--- config.mk ---
export PLATFORM = sky130hd
export DESIGN_NAME = rewire_stream_bridge
export DESIGN_NICKNAME = d
export VERILOG_FILES = /design/src/rtl/rewire_bridge_pkg.sv /design/src/rtl/rewire_bridge_shreg.sv /design/src/rtl/rewire_stream_bridge.sv
export SDC_FILE = /design/constraint.sdc
export NUM_CORES = 1
export LEC_CHECK = 0
export ABC_AREA = 1
export BUFFER_PORTS_ARGS = -buffer_cell sky130_fd_sc_hd__buf_4
export CAP_MARGIN = 20
export CORE_MARGIN = 1
export CORE_UTILIZATION = 44
export CTS_BUF_LIST = sky130_fd_sc_hd__clkbuf_4 sky130_fd_sc_hd__clkbuf_8
export DETAILED_ROUTE_END_ITERATION = 10
export GPL_ROUTABILITY_DRIVEN = 0
export PLACE_DENSITY = 0.72
export SYNTH_ARGS = -nofsm -noshare
export SYNTH_HDL_FRONTEND = slang
export SYNTH_SLANG_ARGS = --single-unit
--- constraint.sdc ---
create_clock -name clk -period 1.1 [get_ports clk]
set_input_delay 0 -clock clk [delete_from_list [all_inputs] [get_ports clk]]
set_output_delay 0 -clock clk [all_outputs]
set_load 0.01 [all_outputs]
--- src/rtl/rewire_bridge_pkg.sv ---
// rewire_bridge_pkg
// Shared types and constants for the rewire stream bridge.
//   rwb_state_t         : bridge FSM state (IDLE / SHIFT / HOLD)
//   RWB_DEFAULT_W       : default host word width
//   rwb_shift_cycles(w) : number of device steps per word
// Optional feature macro: RWB_PARITY_EN (adds one parity step per word).
package rewire_bridge_pkg;

    typedef enum logic [1:0] {
        IDLE  = 2'd0,
        SHIFT = 2'd1,
        HOLD  = 2'd2
    } rwb_state_t;

    localparam int RWB_DEFAULT_W = 8;

    // Device steps spent in SHIFT for one word of width w.
    function automatic int rwb_shift_cycles(input int w);
`ifdef RWB_PARITY_EN
        return w + 1;
`else
        return w;
`endif
    endfunction

endpackage

--- src/rtl/rewire_bridge_shreg.sv ---
// rewire_bridge_shreg
// W-bit shift register: parallel load, shift toward the LSB, serial input at
// the MSB, serial output taken from q_o[0]. Load wins over shift.
// Ports:
//   clk, rst     : clock, asynchronous active-high reset (clears to 0)
//   load_i       : load load_data_i on the next edge
//   load_data_i  : parallel load value
//   shift_i      : shift one place toward the LSB on the next edge
//   ser_i        : bit entering at the MSB on a shift
//   q_o          : register contents
module rewire_bridge_shreg #(
    parameter int W = 8
) (
    input  logic         clk,
    input  logic         rst,
    input  logic         load_i,
    input  logic [W-1:0] load_data_i,
    input  logic         shift_i,
    input  logic         ser_i,
    output logic [W-1:0] q_o
);

    logic [W-1:0] q_q;
    logic [W-1:0] shift_d;

    // A one-bit register simply takes the serial input on a shift.
    generate
        if (W == 1) begin : g_w1
            assign shift_d = ser_i;
        end else begin : g_wn
            assign shift_d = {ser_i, q_q[W-1:1]};
        end
    endgenerate

    always_ff @(posedge clk or posedge rst) begin
        if (rst) begin
            q_q <= '0;
        end else if (load_i) begin
            q_q <= load_data_i;
        end else if (shift_i) begin
            q_q <= shift_d;
        end
    end

    assign q_o = q_q;

endmodule

--- src/rtl/rewire_stream_bridge.sv ---
// rewire_stream_bridge
// Host-side bridge to a single-bit stream device. A host word accepted on the
// in_* handshake is shifted LSB-first onto dev_in0 while dev_step enables the
// device; the device's dev_out0 bits are collected into out_data (bit k of the
// result is the response to bit k of the word). The result is held on the
// out_* handshake, and the device is not stepped while the host stalls.
//
// Handshakes: a transfer happens on a rising clk edge where valid and ready
// are both 1. valid stays high until that edge; data is stable while valid.
//
// Ports:
//   clk, rst              : clock, asynchronous active-high reset
//   in_valid/in_ready     : host word handshake, in_data word
//   out_valid/out_ready   : result handshake, out_data word
//   dev_step              : device clock enable (high for each SHIFT cycle)
//   dev_in0 / dev_out0    : serial bit to / from the device (dev_out0 is Mealy)
//   busy                  : high outside IDLE
//   out_par_err           : (RWB_PARITY_EN only) parity mismatch, valid with out_valid
//   dbg_state             : current FSM state
// Optional feature macro: RWB_PARITY_EN.
module rewire_stream_bridge
    import rewire_bridge_pkg::*;
#(
    parameter int W     = RWB_DEFAULT_W,
    parameter int CNT_W = $clog2(W + 1)
) (
    input  logic         clk,
    input  logic         rst,
    input  logic         in_valid,
    output logic         in_ready,
    input  logic [W-1:0] in_data,
    output logic         out_valid,
    input  logic         out_ready,
    output logic [W-1:0] out_data,
    output logic         dev_step,
    output logic         dev_in0,
    input  logic         dev_out0,
    output logic         busy,
`ifdef RWB_PARITY_EN
    output logic         out_par_err,
`endif
    output rwb_state_t   dbg_state
);

    localparam int             N_STEPS = rwb_shift_cycles(W);
    localparam logic [CNT_W-1:0] LAST  = CNT_W'(N_STEPS - 1);

    rwb_state_t       state_q;
    logic [CNT_W-1:0] cnt_q;
    logic [CNT_W-1:0] cnt_d;
    logic             in_ready_q;
    logic             out_valid_q;
    logic             dev_step_q;
    logic             busy_q;

    logic             accept;
    logic             tx_shift_en;
    logic             rx_shift_en;
    logic [W-1:0]     tx_q;
    logic [W-1:0]     rx_q;

    assign accept      = (state_q == IDLE) && in_valid;
    // dev_step_q is high exactly in SHIFT, so it doubles as the shift enable.
    assign tx_shift_en = dev_step_q;
    assign cnt_d       = cnt_q + CNT_W'(1);

    // ------------------------------------------------------------------
    // FSM with registered handshake / step outputs
    // ------------------------------------------------------------------
    always_ff @(posedge clk or posedge rst) begin
        if (rst) begin
            state_q     <= IDLE;
            cnt_q       <= '0;
            in_ready_q  <= 1'b1;
            out_valid_q <= 1'b0;
            dev_step_q  <= 1'b0;
            busy_q      <= 1'b0;
        end else begin
            case (state_q)
                IDLE: begin
                    if (in_valid) begin
                        state_q    <= SHIFT;
                        cnt_q      <= '0;
                        in_ready_q <= 1'b0;
                        dev_step_q <= 1'b1;
                        busy_q     <= 1'b1;
                    end
                end
                SHIFT: begin
                    cnt_q <= cnt_d;
                    if (cnt_q == LAST) begin
                        state_q     <= HOLD;
                        dev_step_q  <= 1'b0;
                        out_valid_q <= 1'b1;
                    end
                end
                HOLD: begin
                    if (out_ready) begin
                        state_q     <= IDLE;
                        out_valid_q <= 1'b0;
                        in_ready_q  <= 1'b1;
                        busy_q      <= 1'b0;
                    end
                end
                default: begin
                    state_q     <= IDLE;
                    cnt_q       <= '0;
                    in_ready_q  <= 1'b1;
                    out_valid_q <= 1'b0;
                    dev_step_q  <= 1'b0;
                    busy_q      <= 1'b0;
                end
            endcase
        end
    end

    // ------------------------------------------------------------------
    // Parity step (optional) and serial bit selection
    // ------------------------------------------------------------------
`ifdef RWB_PARITY_EN
    logic par_step;
    logic par_q;
    logic par_err_q;

    // The extra step after the W data bits carries the word's parity.
    assign par_step    = dev_step_q && (cnt_q == CNT_W'(W));
    // rx_q must keep the W data responses, so it does not move on the parity step.
    assign rx_shift_en = dev_step_q && !par_step;
    assign dev_in0     = dev_step_q && (par_step ? par_q : tx_q[0]);

    always_ff @(posedge clk or posedge rst) begin
        if (rst) begin
            par_q     <= 1'b0;
            par_err_q <= 1'b0;
        end else if (accept) begin
            par_q     <= ^in_data;
            par_err_q <= 1'b0;
        end else if (par_step) begin
            par_err_q <= dev_out0 ^ (^rx_q);
        end
    end

    assign out_par_err = par_err_q;
`else
    assign rx_shift_en = dev_step_q;
    assign dev_in0     = dev_step_q && tx_q[0];
`endif

    // ------------------------------------------------------------------
    // Serialiser / deserialiser
    // ------------------------------------------------------------------
    rewire_bridge_shreg #(.W(W)) u_tx (
        .clk         (clk),
        .rst         (rst),
        .load_i      (accept),
        .load_data_i (in_data),
        .shift_i     (tx_shift_en),
        .ser_i       (1'b0),
        .q_o         (tx_q)
    );

    // Responses enter at the MSB, so after W shifts bit k holds the k-th response.
    rewire_bridge_shreg #(.W(W)) u_rx (
        .clk         (clk),
        .rst         (rst),
        .load_i      (accept),
        .load_data_i ('0),
        .shift_i     (rx_shift_en),
        .ser_i       (dev_out0),
        .q_o         (rx_q)
    );

    assign in_ready  = in_ready_q;
    assign out_valid = out_valid_q;
    assign out_data  = rx_q;
    assign dev_step  = dev_step_q;
    assign busy      = busy_q;
    assign dbg_state = state_q;

endmodule

==> summary.md <==
| Metric | Value |
|---|---|
| Leakage power summed over all cells | 1.01 nW |
| Setup TNS Final | -0.0660 ns |
| # diodes | 0 |
| Vias | 1143 |
| Kind of start point of the critical path | flip-flop |
| Final Hold Slack | 0.0149 ns |
| Clock insertion delay at the later pin of the skew report | 0.33 ns |
| HPWL after detailed placement | 1.67 mm |
| Effective utilization at floorplan | 48.1% |
| P per Cell Area | 2470 nW/um^2 |
| Most frequent cells in the layout | 44 x nand2_1, 38 x buf_4, 22 x dfrtp_1, 17 x nand3_1, 16 x inv_1 |
| Clock tree from TritonCTS | done |
| Warning count from the yosys run | 0 |
| Signed area change from the synthesized netlist to the final layout | 48.5% |
| Result of the run | complete, but fails checks |
| Share of post-route cells with drive strength above 1 | 39.8% |
| Critical R2R Capture | u_tx.q_o[5]$_DFFE_PP0P_ |
| Final-layout fill cell count | 204 |
| Crit-path max cell delay | 0.47 ns |
| Number of DRC violations after detailed-routing iteration 0 | 29 |
| Worst reg2reg path depth | 5 |
| Number of cells on the worst hold path | 5 |
| Final worst-path cycle share | 102% |
| Type of the worst setup path | reg2reg |
| Vertical die dimension | 55.0 um |
| Global-route wire length before repair | 4.27 mm |
| Final setup violating endpoints | 6 |
| Worst Hold Path EP | out_valid$_DFFE_PP0P_ |
| Area of the die | 3030 sq um |
| Wire length reported by the detailed router | 2.80 mm |
| Most common library cell in the layout ignoring fill and taps | nand2_1 |
| Max-slew violations | 0 |
| Max FO, Critical Path | 8 |
| IO buf count | 27 |
| Worst slew margin relative to its limit | 78.2% |
| Worst VDD drop | 0.00156 V |
| CTS H-tree depth | 1 |
| Endpoint kind of the worst setup timing path | flip-flop |
| Remaining antenna violation count after routing | 0 |
| Critical Path RT | 1.36 ns |
| Number of sinks driven by the clock tree | 26 |
| Pre-antenna DRT Iters | 4 |
| Sum of internal, switching and leakage power | 4.53 mW |
| Worst r2r src | dbg_state[1]$_DFFE_PP0P_ |
| Average footprint of a synthesized cell | 8.24 sq um |
| Highest-delay cell along the critical path | dfrtp_2 |
| Highest Clock Rate | 889 MHz |
| Post-synthesis cell type count | 21 |
| Violations in the final reports | setup timing |
| Synthesized instance count | 150 |
| Pin count of the biggest net entering global routing | 27 |
| Worst endpoint data arrival time | 1.39 ns |
| Worst slew pin tran | 0.327 ns |
| Unrepaired setup endpoints after global routing | yes |
| Worst hold path type | in2reg |
| Largest area contributor in the netlist | dfrtp_1 |
| Hold Violations, Final | 0 |
| GRT Resource Usage Total | 20.2% |
| Ports | 28 |
| Cell-by-cell listing of the critical path | nor2_4, nand2_4, inv_8, nand2_1, nand3_1 |
| Total standard cell area after synthesis | 1240 sq um |
| Count of unresolved DRC violations after routing | 0 |
| Nets@finish | 221 |
| Hold path start | out_ready |
| Horizontal die dimension | 55.0 um |
| Post-CTS clock slew at the launch and capture registers of the worst setup and hold paths | 0.13 ns |
| Number of antenna violations at the first check in global routing | 0 |
| Number of synthesized register bits | 26 |
| Total clock buffers created by CTS | 3 |
| Average wire length per cell after detail routing | 11.9 um |
| Remaining global-route overflow | 0 |
| Number of cell rows | 18 |
| Final Worst Setup Slack | -0.0246 ns |
| Dominant cells by area after synthesis | dfrtp_1 51%, nand2_1 16%, nand3_1 9.7%, inv_1 5.8%, o21ai_0 3.2% |
| Sequential share of the synthesized area | 52.7% |
| Share of the synthesized area in the top cell type | 50.6% |
| Worst setup slack after placement | -0.0753 ns |
| Post-Syn Nets | 164 |
| Deepest clock path buffer count | 2 |
| Multi-input combinational cell area | 566 sq um |
| Clock root buffer | clkbuf_4 |
| Fin crit period | 1.12 ns |
| Count of maximum capacitance violations | 0 |
| Via count of the first global-routing pass | 1039 |
| Detailed-route vias per instance | 4.84 |
| Setup slack, reg-to-reg | -0.02 ns |
| Core area | 2570 sq um |
| Max Clock Skew | 0.0165 ns |
| Register area | 656 sq um |
sequential cells by signal, summed over array words and instances, names as in the netlist:
signal / count
busy: 1
cnt_q: 4
dbg_state: 2
dev_step: 1
in_ready: 1
out_valid: 1
u_rx.q_o: 8
u_tx.q_o: 8
per-stage QoR:
step	cell area, sq um	util (%)	instances
2_1_floorplan	1240	-	150
3_3_place_gp	1530	59.5	214
3_5_place_dp	1530	59.5	214
4_1_cts	1720	67.0	232
5_1_grt	1840	71.5	236
6_report	1840	71.5	236
timing repair:
action                                  CTS  global route
endpoints found under the setup margin   14            23
hold endpoints to repair                 34             0
pin swaps                                 3            10
buffers inserted                          3             2
resized for setup                         8            29
cloned                                    1             2
hold buffers                             10             0
power breakdown:
part / internal [mW] / switching, mW
sequential: 1.35 / 0.304
clock: 0.202 / 0.290
combinational: 1.16 / 1.23
worst max-delay path by stage:
stage / start / endpoint / depth (start not counted)
CTS: dbg_state[1]$_DFFE_PP0P_ / cnt_q[2]$_DFFE_PP0P_ / 4
detailed placement: dbg_state[1]$_DFFE_PP0P_ / u_tx.q_o[6]$_DFFE_PP0P_ / 5
finish: dbg_state[1]$_DFFE_PP0P_ / u_tx.q_o[5]$_DFFE_PP0P_ / 5
floorplan: dbg_state[1]$_DFFE_PP0P_ / u_tx.q_o[2]$_DFFE_PP0P_ / 5
global route: dbg_state[1]$_DFFE_PP0P_ / u_tx.q_o[1]$_DFFE_PP0P_ / 4
global placement: dbg_state[1]$_DFFE_PP0P_ / u_tx.q_o[0]$_DFFE_PP0P_ / 5
cell families after synthesis:
group | count (synthesis) | synth area share, %
buf+inv | 25 | 9.31
fa+ha+maj | 1 | 1.01
compound gates | 11 | 4.86
simple gates | 87 | 32.1
flops | 26 | 52.7
synth_stat cells:
| cell | instances |
|---|---|
| buf_4 | 1 |
| ha_1 | 1 |
| buf_2 | 2 |
| o21bai_1 | 1 |
| nand2_1 | 53 |
| nor2_4 | 1 |
| nand3b_1 | 2 |
| nand3_1 | 24 |
| a21oi_1 | 1 |
| buf_6 | 2 |
| nor2_1 | 2 |
| nand3_2 | 2 |
| dfstp_2 | 1 |
| nand2_4 | 1 |
| inv_1 | 19 |
| nor2_2 | 1 |
| inv_2 | 1 |
| a21o_1 | 1 |
| o21ai_0 | 8 |
| nand4_1 | 1 |
| dfrtp_1 | 25 |
layer usage:
layer	global-route usage [%]	vias to the layer above	wire length, um
li1	-	583	-
met1	22.2	531	1210
met2	39.0	27	1500
met3	2.46	2	81
met4	7.50	0	14
met5	0	-	0
area by class of cell:
| class | instances | share of cell area [%] |
|---|---|---|
| Clock buffer | 4 | 1.98 |
| Inverter | 20 | 4.50 |
| Multi-Input combinational cell | 101 | 30.8 |
| Sequential cell | 26 | 35.7 |
| Tap cell | 30 | 2.04 |
| Timing Repair Buffer | 55 | 24.9 |
critical path, delay by kind of cell (launching register included):
kind | cells | cell delay, ns
simple gates | 4 | 0.49
flops | 1 | 0.47
buf+inv | 1 | 0.11
Note: power is estimated with default switching activity, not from simulation.
